--- src/rtl/stopwatch_ctrl.sv ---
// Stopwatch run-control sequencer: IDLE/RUN/PAUSE/LAP controller, one-second
// prescaler and two-digit BCD seconds counter with a lap-freeze display mux.
module stopwatch_ctrl #(
  parameter int DIV_NUM = 12_000_000,
  parameter int WRAP    = 20
) (
  input  logic       clk,
  input  logic       rst_n,
  input  logic       start_pulse,
  input  logic       lap_pulse,
  output logic [3:0] disp_tens,
  output logic [3:0] disp_ones,
  output logic       running,
  output logic       lap_active,
  output logic       tick
);

  localparam int PW = $clog2(DIV_NUM);
  localparam logic [PW-1:0] PRESC_MAX = PW'(DIV_NUM - 1);
  // Last count value split into BCD digits; evaluated once at elaboration.
  localparam logic [3:0] LAST_TENS = 4'((WRAP - 1) / 10);
  localparam logic [3:0] LAST_ONES = 4'((WRAP - 1) % 10);

  typedef enum logic [1:0] {IDLE, RUN, PAUSE, LAP} state_t;

  state_t        state;
  logic [PW-1:0] presc;
  logic [3:0]    cnt_tens, cnt_ones;
  logic [3:0]    lap_tens, lap_ones;
  logic          clear;

  // Status flags and tick are pure decodes of registers, so they drop the
  // instant the asynchronous reset forces the registers to zero.
  assign running    = (state == RUN) || (state == LAP);
  assign lap_active = (state == LAP);
  assign tick       = running && (presc == PRESC_MAX);
  // Lap key in PAUSE returns to IDLE and wipes everything; start has priority.
  assign clear      = (state == PAUSE) && lap_pulse && !start_pulse;

  // Controller state and lap capture register.
  // NOTE: sequential state uses non-blocking assignments so every register
  // samples the pre-edge values; blocking here would create ordering races.
  always_ff @(posedge clk or negedge rst_n) begin
    if (!rst_n) begin
      state    <= IDLE;
      lap_tens <= '0;
      lap_ones <= '0;
    end else begin
      case (state)
        IDLE: begin
          if (start_pulse) state <= RUN;
        end
        RUN: begin
          if (start_pulse) begin
            state <= PAUSE;
          end else if (lap_pulse) begin
            state    <= LAP;
            // Pre-increment value, even when a tick lands on this edge.
            lap_tens <= cnt_tens;
            lap_ones <= cnt_ones;
          end
        end
        LAP: begin
          if (start_pulse)    state <= PAUSE;
          else if (lap_pulse) state <= RUN;
        end
        PAUSE: begin
          if (start_pulse) begin
            state <= RUN;
          end else if (lap_pulse) begin
            state    <= IDLE;
            lap_tens <= '0;
            lap_ones <= '0;
          end
        end
        default: state <= IDLE;
      endcase
    end
  end

  // Prescaler: counts while running, holds in PAUSE so a resume finishes the
  // partial second, and sits at zero in IDLE.
  always_ff @(posedge clk or negedge rst_n) begin
    if (!rst_n) begin
      presc <= '0;
    end else if (running) begin
      presc <= (presc == PRESC_MAX) ? '0 : presc + PW'(1);
    end else if ((state == IDLE) || clear) begin
      presc <= '0;
    end
  end

  // BCD seconds counter advanced by tick; tick gating uses the current state,
  // so a tick that coincides with a stop pulse still counts.
  always_ff @(posedge clk or negedge rst_n) begin
    if (!rst_n) begin
      cnt_tens <= '0;
      cnt_ones <= '0;
    end else if (clear) begin
      cnt_tens <= '0;
      cnt_ones <= '0;
    end else if (tick) begin
      if ((cnt_tens == LAST_TENS) && (cnt_ones == LAST_ONES)) begin
        cnt_tens <= '0;
        cnt_ones <= '0;
      end else if (cnt_ones == 4'd9) begin
        cnt_ones <= '0;
        cnt_tens <= cnt_tens + 4'd1;
      end else begin
        cnt_ones <= cnt_ones + 4'd1;
      end
    end
  end

  // Display shows the frozen lap value in LAP, otherwise the live count.
  assign disp_tens = lap_active ? lap_tens : cnt_tens;
  assign disp_ones = lap_active ? lap_ones : cnt_ones;

endmodule
--- config.mk ---
export PLATFORM = sky130hd
export DESIGN_NAME = stopwatch_ctrl
export DESIGN_NICKNAME = d
export VERILOG_FILES = /design/src/rtl/stopwatch_ctrl.sv
export SDC_FILE = /design/constraint.sdc
export NUM_CORES = 1
export LEC_CHECK = 0
export CAP_MARGIN = 20
export CORE_UTILIZATION = 52
export DETAILED_ROUTE_END_ITERATION = 12
export PLACE_DENSITY = 0.77
export SLEW_MARGIN = 20
export SYNTH_ARGS = -nofsm -noshare
export SYNTH_HDL_FRONTEND = slang
export SYNTH_SLANG_ARGS = --single-unit
--- constraint.sdc ---
create_clock -name clk -period 5.2 [get_ports clk]
set_input_delay 0.52 -clock clk [delete_from_list [all_inputs] [get_ports clk]]
set_output_delay 0.52 -clock clk [all_outputs]
set_load 0.05 [all_outputs]
==> results of run 1 <==
## synth_stat cells, types with 5 or more instances
cell type | number | area, um2
dfrtp_1 | 42 | 1050
nand2_1 | 40 | 150
o21ai_1 | 5 | 25.0
a21oi_1 | 5 | 25.0
mux2_2 | 6 | 67.6
inv_1 | 6 | 22.5
o21ai_0 | 23 | 115
ha_1 | 5 | 62.6
nor3_1 | 9 | 45.0
clkbuf_1 | 9 | 33.8
nand4_1 | 9 | 56.3
xnor2_1 | 14 | 123
a22o_1 | 19 | 166
and3_1 | 5 | 31.3
xor2_1 | 8 | 70.1
nor2_1 | 11 | 41.3
nand3_1 | 6 | 30.0
## registers in the layout, summed over array words and instances (netlist names)
register  cells
cnt_ones      4
cnt_tens      4
lap_ones      4
lap_tens      4
presc        24
state         2
## worst max-delay path: stages (launching register included)
cell	delay (ns)
dfrtp_1	0.43
or4b_4	0.56
or4_4	0.57
nor4b_4	0.34
clkdlybuf4s50_1	0.86
## metal layers
metal,GRT usage,vias up
met1,0.295,921
met5,0,-
met4,0.0667,0
met3,0.0470,4
met2,0.332,28
li1,-,948
## where the power goes
group          switching, mW  total, mW  internal, mW
registers              0.108      0.497         0.390
logic                  0.296      0.484         0.189
clock network          0.107      0.214         0.107
## cells by family after synthesis
logic type | after synthesis
compound gates | 57
xor+xnor | 22
buf+inv | 19
fa+ha+maj | 5
simple gates | 106
mux | 9
flops | 42
## layout by cell type (no fill, tap or decap), drive strengths merged
master,Yosys,routed
dfrtp,42,42
nand2,40,40
o21ai,28,28
a22o,19,19
xnor2,14,14
clkdlybuf4s50,0,13
nor2,11,11
nand4,9,9
nor3,9,9
xor2,8,8
nand3,7,7
clkbuf,9,7
inv,6,6
mux2,6,6
and3,5,5
a21oi,5,5
ha,5,5
nand2b,4,4
and4,4,4
and2,3,3
mux2i,3,3
or4b,3,3
nor2b,2,2
or2,2,2
o21a,2,2
nor4,2,2
or4,2,2
o31ai,2,2
buf,4,2
nor4b,1,1
nor3b,1,1
o211ai,1,1
or3,1,1
clkinv,0,1
## metrics by stage
stage | setup slack, ns | util | hold slack (ns) | std cells | power, mW
after CTS | 1.64 | 0.604 | 0.393 | 322 | 1.21
after global placement | 1.97 | 0.583 | 0.489 | 314 | 0.977
after detailed placement | 1.96 | 0.583 | 0.493 | 314 | 0.990
after global routing | 1.52 | 0.604 | 0.438 | 322 | 1.27
final | 1.64 | 0.604 | 0.351 | 322 | 1.20
after floorplan | 2.44 | - | 0.224 | 260 | 0.857
## layout make-up
class,instances,area (um2),area share
multi-input cells,199,1310,0.489
flip-flops and latches,42,1050,0.392
repair buffers,15,143,0.0531
clock buffers,7,86.3,0.0322
well taps,52,65.1,0.0242
inverters,6,22.5,0.00839
clock inverters,1,5.00,0.00186
## how the worst min path moves through the flow
stage                     startpoint     endpoint  slack, ns  cells past startpoint
final                          rst_n  lap_ones[3]       0.35                      1
after global routing           rst_n  lap_ones[3]       0.44                      1
after CTS                      rst_n  lap_ones[3]       0.39                      1
after detailed placement    presc[0]     presc[0]       0.49                      1
after global placement      presc[1]     presc[1]       0.49                      2
after floorplan                rst_n  cnt_ones[0]       0.22                      0
==> run summary, run 1 <==
status - finished, violations left
failing checks - DRC
row count - 24
Seq/Total Area, Yosys - 0.429
setup TNS - 0 ns
final hold violations - 0
Worst setup startpoint - presc[13]
Worst R2R End - presc[13]
Crit Reg-Reg Startpoint - presc[13]
Skew-Pair Late Insertion Delay - 0.29 ns
# diodes - 0
starting density of the core - 0.551
vias in the first global route - 1756
CP Max Fanout - 5
Die Wd - 70.6 um
Pleak - 1.09 nW
Num Clock Sinks - 42
Worst VDD drop - 0.228 mV
Post-Syn Nets - 269
CTS root buf - clkbuf_8
DP Area - 2590 um2
post-DP HPWL - 3250 um
Pre-antenna DRT Iters - 8
Met1 Wirelength - 2330 um
Yosys reg bits - 42
Setup crit end - tick
most common flop cell mapped by yosys - dfrtp_1
worst hold path class - input pin to async pin
crit end category - output pin
Routed WL per cell - 14.8 um
FILL cells - 401
Clock Skew - 0.00801 ns
Synth Cell Area - 2450 um2
fmax - 281 MHz
Crit Path Category - flop to output pin
CTS tree - built
reg2reg path depth - 4
first-pass GRT wire length - 8310 um
flop2flop setup slack - 2.56 ns
area delta synth->final - 9.61%
Final GP Congestion - 0.916
worst slew pin tran - 0.915 ns
fin crit share - 0.685
DR vias - 1901
crit path DAT - 3.04 ns
routed wire length - 4770 um
crit start category - flop
Final min period - 3.56 ns
initial antenna violation count - 0
Max Buffers Root-to-Sink - 2
chip height - 70.6 um
EDFF count, synth - 0
I/O Buffers - 14
die area - 4990 um2
max layer used - met4
RSZ-0062 raised after global routing - false
aggregate global routing overflow - 0
initial drt markers - 133
Total GRT Usage - 0.212
final setup fails - 0
layout cell share with drive strength beyond 1 - 0.0889
pwr dens - 445 nW/um2
fin nets - 278
Worst slew margin - 0.390
core area - 4440 um2
Worst-path clk slew - 0.08 ns
IO Count - 15
Synth Instances - 260
Detail Route Antenna Nets - 0
largest net degree at the start of global routing - 43
Max Cap Viol - 0
CTS resizes - 0
H-Tree Depth - 2
# Post-CTS Setup Buffers - 0
DRC viols - 2
distinct cell type count after synthesis - 39
synth warn - 0
CTS Hold Bufs - 0
Vias/cell - 5.90
DR WL met3 - 132 um
Compound-Gate Fraction of Synth Area - 0.156
simple-gate portion of the synthesized area - 0.235
post-synthesis mux area share - 0.0399
max-slew violations - 0
CTS buffer count - 5
post-route cell area - 2680 um2
post-synthesis adder-cell area fraction - 0.0255
Synth Area in XOR/XNOR - 0.0787
syn_area_per_cell - 9.42 um2
Async S/R FF share, synth - 1.00
WL met2 - 2260 um
Critical Path RT - 4.68 ns
main combinational cell family by area after synthesis - simple AND/OR/NAND/NOR gates
Note: power is estimated with default switching activity, not from simulation.
==> run 2, diff against run 1 <==
==> constraint.sdc (replaced) <==
create_clock -name clk -period 3.3 [get_ports clk]
set_input_delay 0.33 -clock clk [delete_from_list [all_inputs] [get_ports clk]]
set_output_delay 0.33 -clock clk [all_outputs]
set_load 0.05 [all_outputs]
==> run summary, run 2 (synthesis gave the netlist of run 1 again) <==
status - finished, violations left
failing checks - DRC
fin nets - 279 (+0.36%)
CTS resizes - 0 (unchanged)
Critical Path RT - 2.97 ns (-1.71 ns)
fmax - 359 MHz
setup TNS - 0 ns (unchanged)
post-route cell area - 2710 um2 (+0.98%)
Final GP Congestion - 0.796 (-13%)
Final min period - 2.79 ns
CTS root buf - clkbuf_8
DP Area - 2600 um2 (+0.19%)
RSZ-0062 raised after global routing - false
worst slew pin tran - 0.935 ns (+0.0195 ns)
Max Buffers Root-to-Sink - 2 (unchanged)
Worst slew margin - 0.377 (-0.0130)
largest net degree at the start of global routing - 43 (unchanged)
initial antenna violation count - 0 (unchanged)
critical path's slowest cell - or4_4
Worst-path clk slew - 0.08 ns (about the same)
DR vias - 1894 (-0.37%)
max-slew violations - 0 (unchanged)
CP Depth - 4 (unchanged)
first-pass GRT wire length - 8670 um (+4.2%)
routed wire length - 4900 um (+2.7%)
worst hold path class - input pin to async pin
Clock Skew - 0.0120 ns (+0.00403 ns)
starting density of the core - 0.551 (unchanged)
initial drt markers - 79 (-41%)
area of the multi-input gates - 1310 um2 (unchanged)
most frequent cells in the layout - dfrtp_1 (42), nand2_1 (40), o21ai_0 (23)
aggregate global routing overflow - 0 (unchanged)
Num Clock Sinks - 42 (unchanged)
CTS buffer count - 5 (unchanged)
vias in the first global route - 1874 (+6.7%)
CTS tree - built
power after layout - 1.98 mW (+65%)
CP Max Fanout - 5 (unchanged)
number of flip-flops in the largest register - 24 (unchanged)
Vias/cell - 5.88 (-0.37%)
CTS Hold Bufs - 0 (unchanged)
register area - 1050 um2 (unchanged)
Largest Register - presc
core area - 4440 um2 (unchanged)
Pre-antenna DRT Iters - 8 (unchanged)
Pleak - 1.11 nW (+1.5%)
Die Wd - 70.6 um (unchanged)
final hold violations - 0 (unchanged)
crit end category - output pin
final setup fails - 0 (unchanged)
row count - 24 (unchanged)
crit path DAT - 2.46 ns (-0.58 ns)
die area - 4990 um2 (unchanged)
CP peak stage delay - 0.57 ns (-0.29 ns)
H-Tree Depth - 2 (unchanged)
# diodes - 0 (unchanged)
crit path buf inv count - 1 (unchanged)
Crit Path Category - flop to output pin
pwr dens - 730 nW/um2 (+64%)
Routed WL per cell - 15.2 um (+2.7%)
CP cell instances - or4b_4 > or4_4 > nor4b_4 > buf_4
IO Count - 15 (unchanged)
Total GRT Usage - 0.219 (+0.00742)
reg2reg path depth - 4 (unchanged)
crit start category - flop
commonest non-fill, non-tap cell in the layout - dfrtp_1
post-DP HPWL - 3320 um (+2.3%)
Crit path max-delay family - simple AND/OR/NAND/NOR gates
Max Cap Viol - 0 (unchanged)
Skew-Pair Late Insertion Delay - 0.30 ns (about the same)
area delta synth->final - 10.7%
layout cell share with drive strength beyond 1 - 0.0963 (+0.00741)
DRC viols - 2 (unchanged)
chip height - 70.6 um (unchanged)
Worst VDD drop - 0.399 mV (+75%)
I/O Buffers - 14 (unchanged)
fin crit share - 0.845
Detail Route Antenna Nets - 0 (unchanged)
FILL cells - 383 (-4.5%)
Final Util - 0.610 (+0.00591)
# Post-CTS Setup Buffers - 0 (unchanged)
run 2: path summary, 6_finish.rpt:
kind | from | to | slack (ns)
max | presc[13] | tick | 0.51
min | rst_n | lap_ones[0] | 0.17
max reg2reg | presc[13] | presc[21] | 0.69
min reg2reg | presc[1] | presc[1] | 0.51
max in group asynchronous | rst_n | presc[21] | 2.54
min in group clk | presc[1] | presc[1] | 0.51
run 2: cell type report:
type	instances	share of cell area
Clock buffer	6	0.0305
Clock inverter	1	0.0111
Inverter	6	0.00831
Multi-Input combinational cell	199	0.484
Sequential cell	42	0.388
Tap cell	52	0.0240
Timing Repair Buffer	16	0.0545
run 2: per-stage QoR:
step	setup WS, ns	cells	hold WS (ns)
2_1_floorplan	0.725	260	0.0344
3_3_place_gp	0.761	315	0.489
3_5_place_dp	0.670	315	0.503
4_1_cts	0.520	322	0.211
5_1_grt	0.450	322	0.242
6_report	0.512	322	0.166
run 2: metal layers:
metal / vias to the layer above / share of wire / track usage
li1: 941 / - / -
met1: 928 / 0.51 / 0.289
met2: 20 / 0.46 / 0.362
met3: 5 / 0.026 / 0.0470
met4: 0 / 0.012 / 0.0711
met5: - / 0 / 0
run 2: power by group:
group	switching, mW	total, mW	internal [mW]	leakage, nW
clock	0.175	0.417	0.242	0.0573
combinational	0.510	0.817	0.307	0.487
sequential	0.129	0.744	0.615	0.566
total	0.814	1.98	1.16	1.11
==> run 3, diff against run 2 <==
--- a/config.mk
+++ b/config.mk
@@ -8,7 +8,7 @@
 export CAP_MARGIN = 20
 export CORE_UTILIZATION = 52
 export DETAILED_ROUTE_END_ITERATION = 12
-export PLACE_DENSITY = 0.77
+export PLACE_DENSITY = 0.8
 export SLEW_MARGIN = 20
 export SYNTH_ARGS = -nofsm -noshare
 export SYNTH_HDL_FRONTEND = slang
==> constraint.sdc (replaced) <==
create_clock -name clk -period 2.3 [get_ports clk]
set_input_delay 0.23 -clock clk [delete_from_list [all_inputs] [get_ports clk]]
set_output_delay 0.23 -clock clk [all_outputs]
set_load 0.05 [all_outputs]
==> run summary, run 3 (synthesis gave the netlist of run 1 again) <==
Clock Skew - 0.00655 ns (-0.00549 ns)
Vias/cell - 5.90 (+0.35%)
Total GRT Usage - 0.233 (+0.0140)
reg2reg path depth - 8 (+4)
DP Area - 2830 um2 (+8.8%)
crit end category - output pin
CTS buffer count - 5 (unchanged)
CP Max Fanout - 2 (-3)
number of flip-flops in the largest register - 24 (unchanged)
# diodes - 0 (unchanged)
CP cell instances - or4b_4 > or4_4 > nor4b_4 > buf_12
largest net degree at the start of global routing - 25 (-42%)
Worst slew margin - 0.602 (+0.225)
power after layout - 3.20 mW (+62%)
Crit Path Category - flop to output pin
DR vias - 2066 (+9.1%)
Skew-Pair Late Insertion Delay - 0.31 ns (about the same)
Crit path max-delay family - simple AND/OR/NAND/NOR gates
row count - 24 (unchanged)
final hold violations - 0 (unchanged)
worst hold path class - input pin to async pin
aggregate global routing overflow - 0 (unchanged)
Routed WL per cell - 16.1 um (+5.8%)
commonest non-fill, non-tap cell in the layout - dfrtp_1
worst slew pin tran - 0.593 ns (-0.342 ns)
Worst VDD drop - 0.579 mV (+45%)
most frequent cells in the layout - dfrtp_1 (42), nand2_1 (40), buf_4 (22)
I/O Buffers - 14 (unchanged)
Max Buffers Root-to-Sink - 2 (unchanged)
fmax - 397 MHz
Largest Register - presc
post-DP HPWL - 3640 um (+9.7%)
crit start category - flop
Final min period - 2.52 ns
FILL cells - 324 (-15%)
flop2flop setup slack - -0.15 ns (-0.84 ns)
initial antenna violation count - 0 (unchanged)
layout cell share with drive strength beyond 1 - 0.208 (+0.112)
Final GP Congestion - 0.954 (+20%)
post-route cell area - 3060 um2 (+13%)
Worst-path clk slew - 0.08 ns (about the same)
CTS tree - built
area delta synth->final - 24.9%
core area - 4440 um2 (unchanged)
Num Clock Sinks - 42 (unchanged)
Pre-antenna DRT Iters - 8 (unchanged)
fin nets - 306 (+9.7%)
DRC viols - 2 (unchanged)
Worst R2R End - presc[10]
crit path buf inv count - 1 (unchanged)
critical path's slowest cell - or4b_4
chip height - 70.6 um (unchanged)
die area - 4990 um2 (unchanged)
Critical Path RT - 2.07 ns (-0.90 ns)
RSZ-0062 raised after global routing - true
first-pass GRT wire length - 9200 um (+6.2%)
H-Tree Depth - 2 (unchanged)
crit path DAT - 2.29 ns (-0.17 ns)
setup TNS - -2.42 ns (-2.42 ns)
vias in the first global route - 2013 (+7.4%)
fin crit share - 1.09
initial drt markers - 130 (+65%)
failing checks - DRC, setup timing
Detail Route Antenna Nets - 0 (unchanged)
routed wire length - 5630 um (+15%)
Pleak - 1.31 nW (+18%)
CTS root buf - clkbuf_8
starting density of the core - 0.551 (unchanged)
IO Count - 15 (unchanged)
Final Util - 0.688 (+0.0785)
status - finished, violations left
Die Wd - 70.6 um (unchanged)
max-slew violations - 0 (unchanged)
Crit Reg-Reg Startpoint - presc[13]
CP peak stage delay - 0.55 ns (-0.02 ns)
Hold Slack - 0.400 ns (+0.233 ns)
Max Cap Viol - 0 (unchanged)
Final WS setup - -0.218 ns (-0.730 ns)
pwr dens - 1050 nW/um2 (+43%)
final setup fails - 22 (+22)
-- run 3: cell types whose count changed in the layout (fill, tap and decap cells not counted), sizes merged --
cell / change
clkbuf: +3
clkinv: +1
dlygate4sd3: +1
clkdlybuf4s50: -9
buf: +33
bufinv: -1
-- run 3: cell type report --
type,instances,area (um2),share of cell area
Clock buffer,7,86.3,0.0282
Clock inverter,1,5.00,0.00164
Inverter,6,22.5,0.00736
Multi-Input combinational cell,199,1320,0.430
Sequential cell,42,1050,0.344
Tap cell,52,65.1,0.0213
Timing Repair Buffer,43,514,0.168
-- run 3: power by group --
part	leakage, nW	switching, mW	internal [mW]	total (mW)
Combinational	0.693	0.849	0.783	1.63
Clock	0.0482	0.262	0.242	0.504
Sequential	0.566	0.181	0.883	1.06
Total	1.31	1.29	1.91	3.20
-- run 3: metal layers --
metal	track usage	part of all wire	wire length, um	up-vias
li1	-	-	-	1008
met1	0.306	0.46	2590	1010
met2	0.386	0.49	2780	39
met3	0.0427	0.028	157	9
met4	0.0911	0.019	106	0
met5	0	0	0	-
-- run 3: through the flow --
| stage | worst slack (ns) | cells |
|---|---|---|
| global route | -0.290 | 350 |
| floorplan | -0.176 | 260 |
| detailed placement | 0.0472 | 330 |
| CTS | -0.268 | 342 |
| finish | -0.218 | 350 |
| global placement | 0.0687 | 330 |
-- run 3: what timing repair did --
item                                    4_1_cts  5_1_grt
endpoints found under the hold margin        18        0
hold buffers                                  1        0
endpoints found under the setup margin        1       22
pin swaps                                     2        2
setup buffers                                 3        5
gates resized for setup                       1        8
cloned                                        0        3
-- run 3: worst max path at each step --
stage	from	to	slack, ns	depth (start not counted)
finish	presc[13]	tick	-0.22	4
CTS	presc[13]	tick	-0.27	4
global route	presc[13]	tick	-0.29	4
floorplan	presc[14]	cnt_tens[0]	-0.18	5
detailed placement	presc[14]	tick	0.05	4
global placement	presc[14]	tick	0.07	4
==> RTL edit, RTL diff (settings of run 2) <==
The parameter `DIV_NUM` goes from 12_000_000 to 48_000_000.
--- a/src/rtl/stopwatch_ctrl.sv
+++ b/src/rtl/stopwatch_ctrl.sv
@@ -3,3 +3,3 @@
 module stopwatch_ctrl #(
-  parameter int DIV_NUM = 12_000_000,
+  parameter int DIV_NUM = 48_000_000,
   parameter int WRAP    = 20
Function: same outputs for any inputs over 10 cycles, from zero or initial values and one cycle with rst_n low; that may be too few to reach the edited logic, so the function may still have changed.
==> RTL edit against run 2 <==
  * Non-clock buffer count increased by 2
  * Power increased by 3.9%
  * Sequential cell count increased by 2
  * Worst hold slack got worse by 150 ps
  * Worst setup slack got worse by 300 ps
  * Synthesized area increased by 3.6%
  * First-iteration DRC count increased by 44%
  * Wire length increased by 14%
  * Critical path depth unchanged
  * Global-route usage increased by 1.2 points
  * Maximum frequency decreased by 9.9%
  * Critical path type unchanged
  * Synthesized cell count increased by 5.8%
  * Final area increased by 4.0%
==> RTL edit: results (changes against run 2) <==
[worst_setup_path]
rr_worst_depth = 6  ; +2
r2r-end = cnt_tens[0]$_DFFE_PN0P_
slowest_stage = clkdlybuf4s50_1

[finish]
largest_reg_flops = 26  ; +8.3%
drive_gt1_frac = 0.0897  ; -0.00664
final_nets = 299  ; +7.2%
fillers = 404  ; +5.5%

[grt]
grt_max_degree = 45  ; +4.7%
use_met1 = 0.302  ; +0.0129
grt_pass1_wl_um = 9360  ; +8.0%
grt_use_met2 = 0.387  ; +0.0243

[die]
dieWidth_um = 71.8  ; +1.7%

[route]
via_per_inst = 6.32  ; +7.5%
wire_per_inst_um = 16.2  ; +6.8%
dr.first_iter.drc_count = 114  ; +44%
drt_pass1_iterations = 4  ; -4

[place]
gp_congestion = 0.796  ; about the same
dp_hpwl_um = 3800  ; +14%

[synth]
yosys-top-cells-area = dfrtp_1 43%, nand2_1 4.4%, a21oi_1 4.1%
syn-num-nets = 285  ; +5.9%
synthTopCellsByCount = 44 x dfrtp_1, 30 x nand2_1, 21 x a21oi_1, 19 x nand3_1, 16 x o21ai_0
synth_cells = 275  ; +5.8%
netlist-cell-type-count = 52  ; +33%

[sta]
timing.hold.ws_ps = 14.6  ; -152 ps
slew_headroom = 0.441  ; +0.0637
finClkSkew_ps = 6.28  ; -5.76 ps

[status]
status = finished clean

==> RTL edit: cell types whose count changed in the layout (fill, tap and decap cells not counted), moves of 4 or more <==
cell / run 2 / this run
o21ai_1: 5 / 0
nand3_1: 6 / 19
xnor2_1: 14 / 2
a41oi_1: 0 / 5
nor2_1: 11 / 15
a21oi_1: 5 / 20
a22o_1: 19 / 10
xor2_1: 8 / 2
a31oi_1: 0 / 10
nand2_1: 40 / 30
o21ai_0: 23 / 16
nor3_1: 9 / 3
inv_1: 6 / 10
==> RTL edit: logic make-up (layout without fill, tap and decap cells) <==
family	Yosys count	in the layout	share of synthesized area
DFF	44	44	0.434
xor gates and xnor gates	4	4	0.0138
AOI/OAI and AO/OA	76	76	0.196
buffers and inverters	23	38	0.0365
and+or+nand+nor	114	114	0.257
muxes	8	8	0.0335
adders and majority gates	6	6	0.0296
==> RTL edit: through the flow <==
stage	power, mW	cell area [um2]	setup slack [ps]	utilization
2_1_floorplan	1.46	2540	593	-
3_3_place_gp	1.69	2730	571	0.581
3_5_place_dp	1.72	2730	541	0.581
4_1_cts	2.07	2820	215	0.600
5_1_grt	2.19	2820	103	0.601
6_report	2.06	2820	207	0.601
==> RTL edit: area by class of cell <==
class                   count  share of cell area
multi-input cells         208               0.478
repair buffers             18              0.0595
inverters                  12              0.0160
well taps                  54              0.0240
flip-flops and latches     44               0.391
clock buffers               8              0.0320
==> RTL edit: critical path, delay by kind of cell (launching register included) <==
family | cells | cell delay [ps]
simple gates | 3 | 1100
flops | 1 | 490
buf+inv | 1 | 870
==> RTL edit: worst max path at each step <==
stage | from | to | slack (ps) | depth (start not counted)
final | presc[4]$_DFFE_PN0P_ | tick | 210 | 4
after global routing | presc[4]$_DFFE_PN0P_ | tick | 100 | 4
after CTS | presc[4]$_DFFE_PN0P_ | tick | 210 | 4
after floorplan | state[0]$_DFFE_PN0P_ | disp_ones[1] | 590 | 4
after detailed placement | presc[4]$_DFFE_PN0P_ | tick | 540 | 4
after global placement | presc[4]$_DFFE_PN0P_ | tick | 570 | 4
==> RTL edit: metal layers <==
layer | share of wire | vias up
met5 | 0 | -
met4 | 0.016 | 0
met1 | 0.46 | 1042
met2 | 0.48 | 59
li1 | - | 1065
met3 | 0.039 | 9
==> RTL edit: power groups by stage <==
stage	combinational [mW]	sequential (mW)	clock, mW
3_5_place_dp	0.824	0.893	0
3_3_place_gp	0.807	0.882	0
4_1_cts	0.826	0.883	0.358
6_report	0.822	0.888	0.345
2_1_floorplan	0.661	0.802	0
5_1_grt	0.898	0.915	0.375
